$ cat src/rtl/rr_arb_pkg.sv
// Shared types, constants and helpers for the round-robin arbitrated multiplexer.
package rr_arb_pkg;

  localparam logic MODE_RR    = 1'b0;
  localparam logic MODE_FIXED = 1'b1;

  // Index width for n channels; a single channel still needs a 1-bit index.
  function automatic int unsigned clog2_min1(input int unsigned n);
    return (n <= 1) ? 1 : $clog2(n);
  endfunction

  localparam int unsigned DEF_N_CH = 4;
  localparam int unsigned DEF_SELW = clog2_min1(DEF_N_CH);

  typedef logic [DEF_SELW-1:0] ch_idx_t;

endpackage

$ cat src/rtl/rr_arb_mux_arbiter.sv
// Rotating-priority arbiter: holds the search pointer and grants the first
// requester at or after it (or from channel 0 in fixed-priority mode).
module rr_arbiter
  import rr_arb_pkg::*;
#(
  parameter int unsigned N_CH = 4,
  localparam int unsigned SELW = clog2_min1(N_CH)
) (
  input  logic            clk_i,
  input  logic            reset_i,
  input  logic            mode_i,
  input  logic [N_CH-1:0] req_i,
  input  logic            en_i,
  output logic [N_CH-1:0] gnt_o,
  output logic [SELW-1:0] gnt_idx_o,
  output logic            gnt_valid_o
);

  logic [SELW-1:0] ptr_q, ptr_d;

  always_comb begin
    int unsigned base;
    int unsigned idx;
    logic [SELW-1:0] idx_s;
    gnt_idx_o   = '0;
    gnt_valid_o = 1'b0;
    base        = (mode_i == MODE_FIXED) ? 0 : 32'(ptr_q);
    idx         = 0;
    idx_s       = '0;
    for (int unsigned k = 0; k < N_CH; k++) begin
      idx = base + k;
      if (idx >= N_CH) idx = idx - N_CH;
      idx_s = SELW'(idx);
      if (!gnt_valid_o && req_i[idx_s]) begin
        gnt_idx_o   = idx_s;
        gnt_valid_o = 1'b1;
      end
    end
    gnt_o = gnt_valid_o ? (N_CH'(1) << gnt_idx_o) : '0;
  end

  // Pointer only advances on an actual transfer in round-robin mode.
  always_comb begin
    ptr_d = ptr_q;
    if (en_i && gnt_valid_o && (mode_i == MODE_RR)) begin
      ptr_d = (32'(gnt_idx_o) == N_CH - 1) ? '0 : gnt_idx_o + 1'b1;
    end
  end

  always_ff @(posedge clk_i) begin
    if (reset_i) begin
      ptr_q <= '0;
    end else begin
      ptr_q <= ptr_d;
    end
  end

endmodule

$ cat src/rtl/rr_arb_mux.sv
// N-channel arbitrated multiplexer with a single registered output stage and
// valid/ready handshakes on every input and on the output.
module rr_arb_mux
  import rr_arb_pkg::*;
#(
  parameter int unsigned N_CH  = 4,
  parameter int unsigned WIDTH = 64,
  localparam int unsigned SELW = clog2_min1(N_CH)
) (
  input  logic                  clk,
  input  logic                  reset,
  input  logic                  mode,
  input  logic [N_CH-1:0]       in_valid,
  input  logic [N_CH*WIDTH-1:0] in_data,
  output logic [N_CH-1:0]       in_ready,
  output logic                  out_valid,
  output logic [WIDTH-1:0]      out_data,
  output logic [SELW-1:0]       out_sel,
  input  logic                  out_ready
);

  logic             out_valid_q, out_valid_d;
  logic [WIDTH-1:0] out_data_q, out_data_d;
  logic [SELW-1:0]  out_sel_q, out_sel_d;

  logic             load;
  logic             xfer;
  logic [N_CH-1:0]  gnt;
  logic [SELW-1:0]  gnt_idx;
  logic             gnt_valid;
  logic [WIDTH-1:0] sel_data;

  // Nothing is accepted while reset is asserted.
  assign load = ~reset & (~out_valid_q | out_ready);
  assign xfer = load & gnt_valid;

  rr_arbiter #(
    .N_CH (N_CH)
  ) u_arbiter (
    .clk_i       (clk),
    .reset_i     (reset),
    .mode_i      (mode),
    .req_i       (in_valid),
    .en_i        (load),
    .gnt_o       (gnt),
    .gnt_idx_o   (gnt_idx),
    .gnt_valid_o (gnt_valid)
  );

  always_comb begin
    sel_data = '0;
    for (int i = 0; i < int'(N_CH); i++) begin
      if (gnt[i]) sel_data = in_data[i*WIDTH +: WIDTH];
    end
  end

  always_comb begin
    out_valid_d = out_valid_q;
    out_data_d  = out_data_q;
    out_sel_d   = out_sel_q;
    if (xfer) begin
      out_valid_d = 1'b1;
      out_data_d  = sel_data;
      out_sel_d   = gnt_idx;
    end else if (out_ready) begin
      out_valid_d = 1'b0;
    end
  end

  always_ff @(posedge clk) begin
    if (reset) begin
      out_valid_q <= 1'b0;
      out_data_q  <= '0;
      out_sel_q   <= '0;
    end else begin
      out_valid_q <= out_valid_d;
      out_data_q  <= out_data_d;
      out_sel_q   <= out_sel_d;
    end
  end

  assign in_ready  = load ? gnt : '0;
  assign out_valid = out_valid_q;
  assign out_data  = out_data_q;
  assign out_sel   = out_sel_q;

endmodule

$ cat config.mk
export PLATFORM = sky130hd
export DESIGN_NAME = rr_arb_mux
export DESIGN_NICKNAME = d
export VERILOG_FILES = /design/src/rtl/rr_arb_pkg.sv /design/src/rtl/rr_arb_mux_arbiter.sv /design/src/rtl/rr_arb_mux.sv
export SDC_FILE = /design/constraint.sdc
export NUM_CORES = 1
export LEC_CHECK = 0
export ABC_AREA = 1
export BUFFER_PORTS_ARGS = -buffer_cell sky130_fd_sc_hd__buf_2
export CAP_MARGIN = 20
export CORE_AREA = 5 5 126 128
export DETAILED_ROUTE_END_ITERATION = 12
export DIE_AREA = 0 0 131 133
export PLACE_DENSITY = 0.73
export SETUP_SLACK_MARGIN = 0.15
export SLEW_MARGIN = 25
export SYNTH_ARGS = -nofsm -noshare
export SYNTH_HDL_FRONTEND = slang
export SYNTH_SLANG_ARGS = --single-unit
$ cat constraint.sdc
create_clock -name clk -period 7.55 [get_ports clk]
set_clock_uncertainty 0.2 [all_clocks]
set_input_delay 0.3775 -clock clk [delete_from_list [all_inputs] [get_ports clk]]
set_output_delay 0.3775 -clock clk [all_outputs]
set_load 0.05 [all_outputs]
After elaboration in Yosys (flattened, before gate mapping)
Cells that the tools add are included.

Equality and inequality tests: 1. Muxes and demuxes: 30. Divide/modulo/power cells: 0. Add/subtract/negate cells: 8. Reductions and logical operators: 9. Shifts and indexed selects: 1. Bitwise operators: 6. Order comparisons: 8. Multipliers: 0.

Operators with widths (number): $mux W64 (4); $ge A32 B3 Y1 const B (4); $mux W2 (10); $lt A2 B3 Y1 const B (4); $mux W1 (10); $bmux W1 S2 (4); $mux W4 (2); $sub A2 B1 Y2 const B (4); $add A2 B2 Y3 const B (2); $logic_and A1 B1 Y1 (5); $shl A1 B2 Y4 const A (1); $add A2 B1 Y3 const B (1); $logic_not A1 Y1 (3); $not A1 Y1 (3); $add A2 B1 Y2 const B (1); $and A1 B1 Y1 (2); $eq A2 B2 Y1 const B (1); $reduce_bool A2 Y1 (1); $or A1 B1 Y1 (1).

Memories: 0. Flip-flop bits (word level): 69. Latch bits: 0. Memory bits (read-only): 0. Word-level logic and storage cells: 67. Output and inout port bits: 71. Memory bits (writable): 0. Bits of input ports: 264.

Depth between registers and ports, before layout
Gate-level depths: netlist (run 1).

Word-level depth: 21. Mapped depth: 23. Gate-level depth less buffers: 20.

By module
A second synthesis (run 1) with hierarchy kept.

Cell total of the unflattened synthesis: 955. Area total of the unflattened synthesis: 5417.7 um^2.

Modules (own cells, without submodules): rr_arb_mux (cells an instance 863, instances 1, area an instance 4850.9 um^2, sequential area each 1341.3 um^2); rr_arbiter (cells an instance 92, instances 1, area an instance 566.8 um^2, sequential area each 40.0 um^2).

Worst setup path before layout (run 1)
No wires, ideal clock.

Path type: input port to output port. Start: in mode. End: out in_ready[0]. Stages: 18. Path slack: 3.848 ns. Path buffers: 4. Arrival time: 3.124 ns. Cell sequence: inv_2 nand2_2 buf_6 nand2_1 nand2_1 nand2_1 nand2_1 nor2_4 nand3_4 buf_4 nand3_1 o21ai_0 inv_1 ha_1 clkbuf_1 buf_1 inv_1 nor2_1.

Longest elaborated chain between the ends: 18. Elaborated cells on any way between the ends: 41. Those cells by class: 7 x add/sub; 4 x order compare; 1 x shift; 23 x mux; 6 x reduce/logical.

RTL lines: start, declared (line rr_arb_mux.sv:12) `input logic mode,`; $mux W2 (*) (line rr_arb_mux_arbiter.sv:27) `base = (mode_i == MODE_FIXED) ? 0 : 32'(ptr_q);`; parallel branches: the longest is 13 deep, another holds $ge A32 B3 Y1; $mux W2 (*) (line rr_arb_mux_arbiter.sv:34) `if (!gnt_valid_o && req_i[idx_s]) begin`; named net gnt_idx[0] (line rr_arb_mux.sv:29) `logic [SELW-1:0] gnt_idx;`; $shl A1 B2 Y4 (*) (line rr_arb_mux_arbiter.sv:39) `gnt_o = gnt_valid_o ? (N_CH'(1) << gnt_idx_o) : '0;`; $mux W4 (*) (line rr_arb_mux_arbiter.sv:39); $mux W4 (*) (line rr_arb_mux.sv:82) `assign in_ready = load ? gnt : '0;`; end, declared (line rr_arb_mux.sv:15) `output logic [N_CH-1:0] in_ready,`.

Mark *: on every way through the listed nets, which the timed path passes. The select of a mux whose other input is x is not followed.

Final worst setup path (run 1)
Start: reg u_arbiter.ptr_q[0]. End: out in_ready[2].

Longest elaborated chain between the ends: 18. Elaborated cells on any way between the ends: 41. Those cells by class: 7 x add/sub; 4 x order compare; 1 x shift; 23 x mux; 6 x reduce/logical.

RTL lines: start, declared (line rr_arb_mux_arbiter.sv:19) `logic [SELW-1:0] ptr_q, ptr_d;`; start signal, assigned (line rr_arb_mux_arbiter.sv:54) `ptr_q <= ptr_d;`; $mux W2 (*) (line rr_arb_mux_arbiter.sv:27); parallel branches: the longest is 13 deep, another holds $ge A32 B3 Y1; $mux W2 (*) (line rr_arb_mux_arbiter.sv:34); named net gnt_idx[0] (line rr_arb_mux.sv:29); $shl A1 B2 Y4 (*) (line rr_arb_mux_arbiter.sv:39); $mux W4 (*) (line rr_arb_mux_arbiter.sv:39); $mux W4 (*) (line rr_arb_mux.sv:82).

Marked as above.

==> results of run 1 <==
==> per-stage QoR <==
step / instances / setup WS [ps]
6_report: 1469 / 2950
5_1_grt: 1469 / 2430
4_1_cts: 1467 / 2960
3_5_place_dp: 1451 / 2880
3_3_place_gp: 1451 / 2670
2_1_floorplan: 1006 / 3850
==> per-layer routing <==
| layer | global-route usage, % | vias up | routed length, µm |
|---|---|---|---|
| met4 | 8.63 | 0 | 526 |
| met3 | 4.93 | 38 | 2110 |
| li1 | - | 3760 | - |
| met5 | 0 | - | 0 |
| met2 | 38.9 | 350 | 10300 |
| met1 | 29.6 | 3293 | 8580 |
==> how the worst min path moves through the flow <==
stage	startpoint	end	slack, ps	cells after the start
finish	in_data[231]	out_data[39]	150	4
global route	in_data[236]	out_data[44]	140	4
CTS	in_data[231]	out_data[39]	130	4
detailed placement	out_data[38]	out_data[38]	260	2
global placement	out_data[47]	out_data[47]	260	2
floorplan	u_arbiter.ptr_q[1]	u_arbiter.ptr_q[1]	360	2
==> state kept, by name (all words and copies together) (netlist names) <==
register / cells
out_data: 64
u_arbiter.ptr_q: 2
out_valid: 1
out_sel: 2
==> cells by family (layout without fill, tap and decap cells) <==
group                    after synthesis  in the layout  synth area share (%)
AND/OR/NAND/NOR                      742            742                  59.9
buffers and inverters                168            441                  12.9
flip-flops                            69             69                  24.2
AO/OA/AOI/OAI                         23             23                  2.13
adder cells (fa/ha/maj)                4              4                 0.878
other                                  0              2                     0
==> cell type report <==
class                           count  area [µm²]  area share [%]
Antenna cell                        2        5.00          0.0660
Clock buffer                       12         267            3.52
Clock inverter                      4        45.0           0.594
Inverter                           84         318            4.19
Multi-Input combinational cell    769        3610            47.6
Sequential cell                    69        1380            18.2
Tap cell                          188         235            3.10
Timing Repair Buffer              341        1720            22.7
==> power by group through the flow <==
stage	clock network, mW	registers (mW)	logic [mW]
2_1_floorplan	0	0.791	0.486
3_3_place_gp	0	0.499	1.03
3_5_place_dp	0	0.500	1.03
4_1_cts	0.459	0.495	1.04
5_1_grt	0.478	0.505	1.13
6_report	0.449	0.495	1.03
==> cell usage in the layout (no fill, tap or decap), drive strengths merged <==
master and instances:
buf 341, nand3 324, nand2 280, inv 84, dfxtp 69, nor2 67
or2 64, a21oi 13, clkbuf 12, o21ai 9, nand3b 6, ha 4
clkinv 3, diode 2, nor3 1, o211ai 1, bufinv 1
==> worst min-delay path: stages <==
cell     delay [ps]
buf_2            70
or2_2            90
nand3_1          60
nand2_1          50
==> metrics.md, run 1 <==
| Metric | Value |
|---|---|
| Worst hold path type | in2reg |
| Finished Core Util | 51.4% |
| Sequential Power Share | 25.1% |
| R2r worst-path depth | 17 |
| Number of max-cap violations | 0 |
| CP startpoint | u_arbiter.ptr_q[0] |
| Drc violations | 0 |
| Most frequent cell after synthesis | nand3_1 |
| Worst-Margin Slew | 857 ps |
| Synth cell types | 25 |
| Pwr dens | roughly 260 nW/µm² |
| Family with the most delay on the worst path | simple AND/OR/NAND/NOR gates |
| Top cell by count, worst path | nand2_1 |
| Ranking of synthesized cells by area | nand3_1, dfxtp_1, nand2_1, or2_2, inv_1 |
| GR Overflow Total | 0 |
| Power, Total | just under 2 mW |
| Post-Layout Inst Area | 7580 µm² |
| CP Class | reg2out |
| Int Pwr | 1.03 mW |
| Longest Clk Path Bufs | 2 |
| Final Cycle Share | 60.9% |
| # IOs | 335 |
| Starting Density | 38.6% |
| CP Data Required Time | 6970 ps |
| Worst VDD drop | 0.139 mV |
| Slowest CP cell | nand3_4 |
| RSZ-0062 raised after global routing | no |
| Die footprint | around 17000 µm² |
| Setup Fix Bufs, Post-CTS | 0 |
| Critical Path Source Type | flip-flop |
| Final ANT Viol Nets | 0 |
| Layout cells sized above 1 | 34.1% |
| Vias in the first global route | 6738 |
| Relative slew slack | 42.9% |
| Vias per inst | 5.07 |
| Psw | roughly 0.94 mW |
| Final hold vios | 0 |
| Minimum clock period | ~4600 ps |
| Post-synth top cells | nand3_1, nand2_1, inv_1 |
| Status | finished, final reports clean |
| First-pass GRT wire length | 33300 µm |
| Critical Path AT | 4020 ps |
| Setup total negative slack | 0 ps |
| Initial antenna violation count | 2 |
| IO buf count | 334 |
| Net Count, Synth | 1274 |
| Detailed Route WL | 21500 µm |
| CTS Sinks | 69 |
| CP max FO | 71 |
| Via Count | 7441 |
| CTS clock-pin slew for the worst setup and hold paths | 60 ps |
| Drt pass-1 iters | 5 |
| Synth area leader | nand3_1 |
| DR iter-0 viols | 445 |
| Post-DP HPWL | 15100 µm |
| Worst path max stage delay | ~540 ps |
| Syn Std Cell Area | 5700 µm² |
| Placed inst area | 7260 µm² |
| Die W | roughly 130 µm |
| Flop2flop setup slack | 2970 ps |
| Fin nets | 1542 |
| Final setup viols | 0 |
| FFs w/ async S/R, synth | 0% |
| CP endpoint kind | output port |
| Slew Viols, Final | 0 |
| Reg2reg end | out_data[53] |
| Post-synthesis sequential area ratio | 24.2% |
| Hold-fix buffers at CTS | 0 |
| Root Driver | clkbuf_16 |
| Tot GR Track Use | 23.4% |
| Yosys top cell area share | ~28% |
| Chip Height | 133 µm |
| CTS tree | yes |
| Core area | 14800 µm² |
| Power share of the clock group | 22.7% |
| Switching Fraction | between 40 and 50% |
| Levels on crit path | 14 |
| Leakage | 4.52 nW |
| FP Rows | 45 |
| Post-synthesis cell count | 1006 |
| Placer Congestion | ~0.91 |
| Post-synth top flop | dfxtp_1 |
| Worst path cell trace | nand2_2 > nand2_1 > nand2_1 > nand2_1 > nand2_1 > nor2_4 > nand3_4 > nand3_1 > o21ai_0 > inv_1 > ha_1 > nand2_4 > nor2_1 > buf_2 |
| CTS H-tree depth | 3 |
| Gate power share | 52.2% |
| Max Clk Rate | 217 MHz |
| Syn_area_per_cell | around 5.7 µm² |
| DR WL/cell | 14.6 µm |
| Synthesis Warnings | 0 |
| CP Buf/Inv Count | 2 |
| TritonCTS Buffers | 9 |
| Post-cts repair resize count | 0 |
| Layout fillers | 1582 |
| Worst-Skew Late Latency | 330 ps |
| Worst R2R Start | u_arbiter.ptr_q[0] |
| Post-synth EDFFs | 0 |
| Synthesized flop and latch total | 69 |
| Critical path endpoint | in_ready[2] |
| Hold WS | 147 ps |
| Pin count of the biggest net entering global routing | 72 |
| Area delta synth->final | 33.0% |
Note: power is estimated with default switching activity, not from simulation.
==> run 2: changes to the inputs <==
CORE_AREA = default   (was 5 5 126 128)
CORE_ASPECT_RATIO = 0.75   (was default)
CORE_MARGIN = 5   (was default)
CORE_UTILIZATION = 41   (was default)
DIE_AREA = default   (was 0 0 131 133)
PLACE_DENSITY = 0.79   (was 0.73)
clock period = 4 ns   (was 7.55 ns; I/O delays follow)
==> run 2 against run 1 <==
  * Utilization rose by 12 points
  * Sequential power rose by 91%
  * Clock-buffer cell count did not move
  * Critical path depth did not move
  * Cell count rose by 6.0%
  * Combinational power rose by 110%
  * Total power rose by 100%
  * Hold slack got worse by 140 ps
  * Via count rose by 9.7%
  * First-iteration DRC count rose by 78%
  * Sequential share of layout area fell by 2.3 points
  * Wire length rose by 16%
  * Largest power group unchanged
  * Highest routed layer unchanged
==> metrics.md, run 2 (synthesized netlist as in run 1, its figures left out) <==
| Metric | Value |
|---|---|
| Status | finished, final reports clean |
| # IOs | 335 (unchanged) |
| Most common cell after layout, fill and taps aside | buf_2 |
| Max Clk Rate | 282 MHz |
| Core area | 13700 µm² (-7.4%) |
| Setup total negative slack | 0 ps (unchanged) |
| Placer Congestion | 0.886 (-3.0%) |
| Switching Fraction | 47.1% (-0.76 points) |
| IO buf count | 334 (unchanged) |
| Reg2reg end | out_data[61] |
| Non-filler cells, final | 1557 (+6.0%) |
| Minimum clock period | 3550 ps |
| CTS tree | yes |
| Final setup viols | 0 (unchanged) |
| CP Data Required Time | 4070 ps (-2900 ps) |
| Final Cycle Share | 88.7% |
| Detailed Route WL | 24900 µm (+16%) |
| Worst VDD drop | 0.278 mV (+100%) |
| Post-Layout Inst Area | 8700 µm² (+15%) |
| Final hold vios | 0 (unchanged) |
| First-pass GRT wire length | 37600 µm (+13%) |
| Power share of the clock group | 21.3% (-1.4 points) |
| Leakage | 5.01 nW (+11%) |
| Critical path endpoint | out_data[61] |
| Placed inst area | 7340 µm² (+1.0%) |
| Root Driver | clkbuf_16 |
| Finished Core Util | 63.7% (+12 points) |
| Layout cells sized above 1 | 32.6% (-1.5 points) |
| GR Overflow Total | 0 (unchanged) |
| Max reg flops | 64 (unchanged) |
| CTS Sinks | 69 (unchanged) |
| Psw | 1.86 mW (+97%) |
| Area delta synth->final | 52.7% |
| Worst R2R Start | u_arbiter.ptr_q[0] |
| Worst-Margin Slew | 833 ps (-24.1 ps) |
| DR iter-0 viols | 792 (+78%) |
| Critical Path AT | 3620 ps (-400 ps) |
| Relative slew slack | 44.5% (+1.6 points) |
| Via Count | 8164 (+9.7%) |
| Worst hold path type | in2reg |
| Number of max-cap violations | 0 (unchanged) |
| Pwr dens | 454 nW/µm² (+75%) |
| Die W | 146 µm (+12%) |
| Pin count of the biggest net entering global routing | 92 (+28%) |
| Int Pwr | 2.09 mW (+100%) |
| Flop2flop setup slack | 450 ps (-2520 ps) |
| TritonCTS Buffers | 9 (unchanged) |
| Vias per inst | 5.24 (+3.5%) |
| CTS H-tree depth | 3 (unchanged) |
| CP endpoint kind | flip-flop |
| Drt pass-1 iters | 8 (+3) |
| FP Rows | 37 (-18%) |
| R2r worst-path depth | 14 (-3) |
| Initial antenna violation count | 0 (-2) |
| CP startpoint | u_arbiter.ptr_q[0] |
| Starting Density | 41.7% (+3.1 points) |
| CP Class | reg2reg |
| Fin nets | 1645 (+6.7%) |
| Chip Height | 112 µm (-16%) |
| Slew Viols, Final | 0 (unchanged) |
| Commonest cells after routing, fill and taps aside | buf_2, nand3_1, nand2_1 |
| Drc violations | 0 (unchanged) |
| Worst-Skew Late Latency | 330 ps (about the same) |
| Tot GR Track Use | 27.4% (+3.9 points) |
| Vias in the first global route | 7428 (+10%) |
| DR WL/cell | 16.0 µm (+9.1%) |
| Post-DP HPWL | 15800 µm (+5.2%) |
| Final ANT Viol Nets | 0 (unchanged) |
| Sequential Power Share | 23.9% (-1.2 points) |
| Layout fillers | 1240 (-22%) |
| CP max FO | 82 (+15%) |
| Critical Path Source Type | flip-flop |
| RSZ-0062 raised after global routing | no |
| Placed Cells | 1447 (-0.28%) |
| Gate power share | 54.8% (+2.6 points) |
| Longest Clk Path Bufs | 2 (unchanged) |
| CTS clock-pin slew for the worst setup and hold paths | 60 ps (about the same) |
| Total inserted antenna cells | 0 (-2) |
| Die footprint | 16400 µm² (-6.0%) |
## run 2: worst max-delay path: stages (launching register included)
cell           delay (ps)
dfxtp_4               370
nand2_4               140
nand2_1                70
nand2_1               120
nand2_1                70
nand2_1               150
nor2_4                 60
nand3_4                50
buf_4                 650
nand2_2               310
inv_2                 120
buf_4                 380
nand3_1               130
dlygate4sd3_1         580
nand2_1                60
## run 2: how the worst min path moves through the flow
| stage | endpoint | cells after the start | from | slack (ps) |
|---|---|---|---|---|
| floorplan | u_arbiter.ptr_q[1] | 2 | mode | 200 |
| global placement | out_data[29] | 2 | out_data[29] | 260 |
| detailed placement | out_data[34] | 2 | out_data[34] | 260 |
| CTS | out_data[59] | 5 | in_data[187] | 0.6 |
| global route | out_data[27] | 5 | in_data[155] | 20 |
| finish | out_data[19] | 4 | in_data[211] | 10 |
## run 2: power groups by stage
stage | Sequential, mW | Combinational, mW | Clock (mW)
global placement | 0.949 | 1.97 | 0
finish | 0.943 | 2.17 | 0.843
CTS | 0.938 | 2.08 | 0.868
floorplan | 1.49 | 0.917 | 0
global route | 0.959 | 2.35 | 0.898
detailed placement | 0.948 | 1.99 | 0
## run 2: metrics by stage
stage / power (mW) / hold WS [ps] / worst slack (ps)
2_1_floorplan: 2.41 / 200 / 536
3_3_place_gp: 2.92 / 255 / 545
3_5_place_dp: 2.93 / 258 / 468
4_1_cts: 3.88 / 0.596 / 170
5_1_grt: 4.20 / 19.7 / 164
6_report: 3.95 / 11.4 / 452
## run 2: what timing repair did
item,4_1_cts,5_1_grt
pin swaps,0,1
hold endpoints to repair,59,0
setup buffers,0,1
hold buffers,90,0
gates resized for setup,2,19
endpoints found under the setup margin,2,43
cloned,0,3
## run 2: final cells by class
cell class	count	area, µm²	share of cell area, %
repair buffers	444	2840	32.6
multi-input cells	769	3630	41.7
well taps	175	219	2.52
clock inverters	4	72.6	0.834
flip-flops and latches	69	1390	15.9
inverters	84	320	3.68
clock buffers	12	236	2.72
## run 2: per-layer routing
layer  share of wire, %  vias up  track usage [%]
li1                   -     3969                -
met1                 40     3592             35.4
met2                 46      537             45.1
met3                 11       66             6.66
met4                3.2        0             9.15
met5                  0        -                0
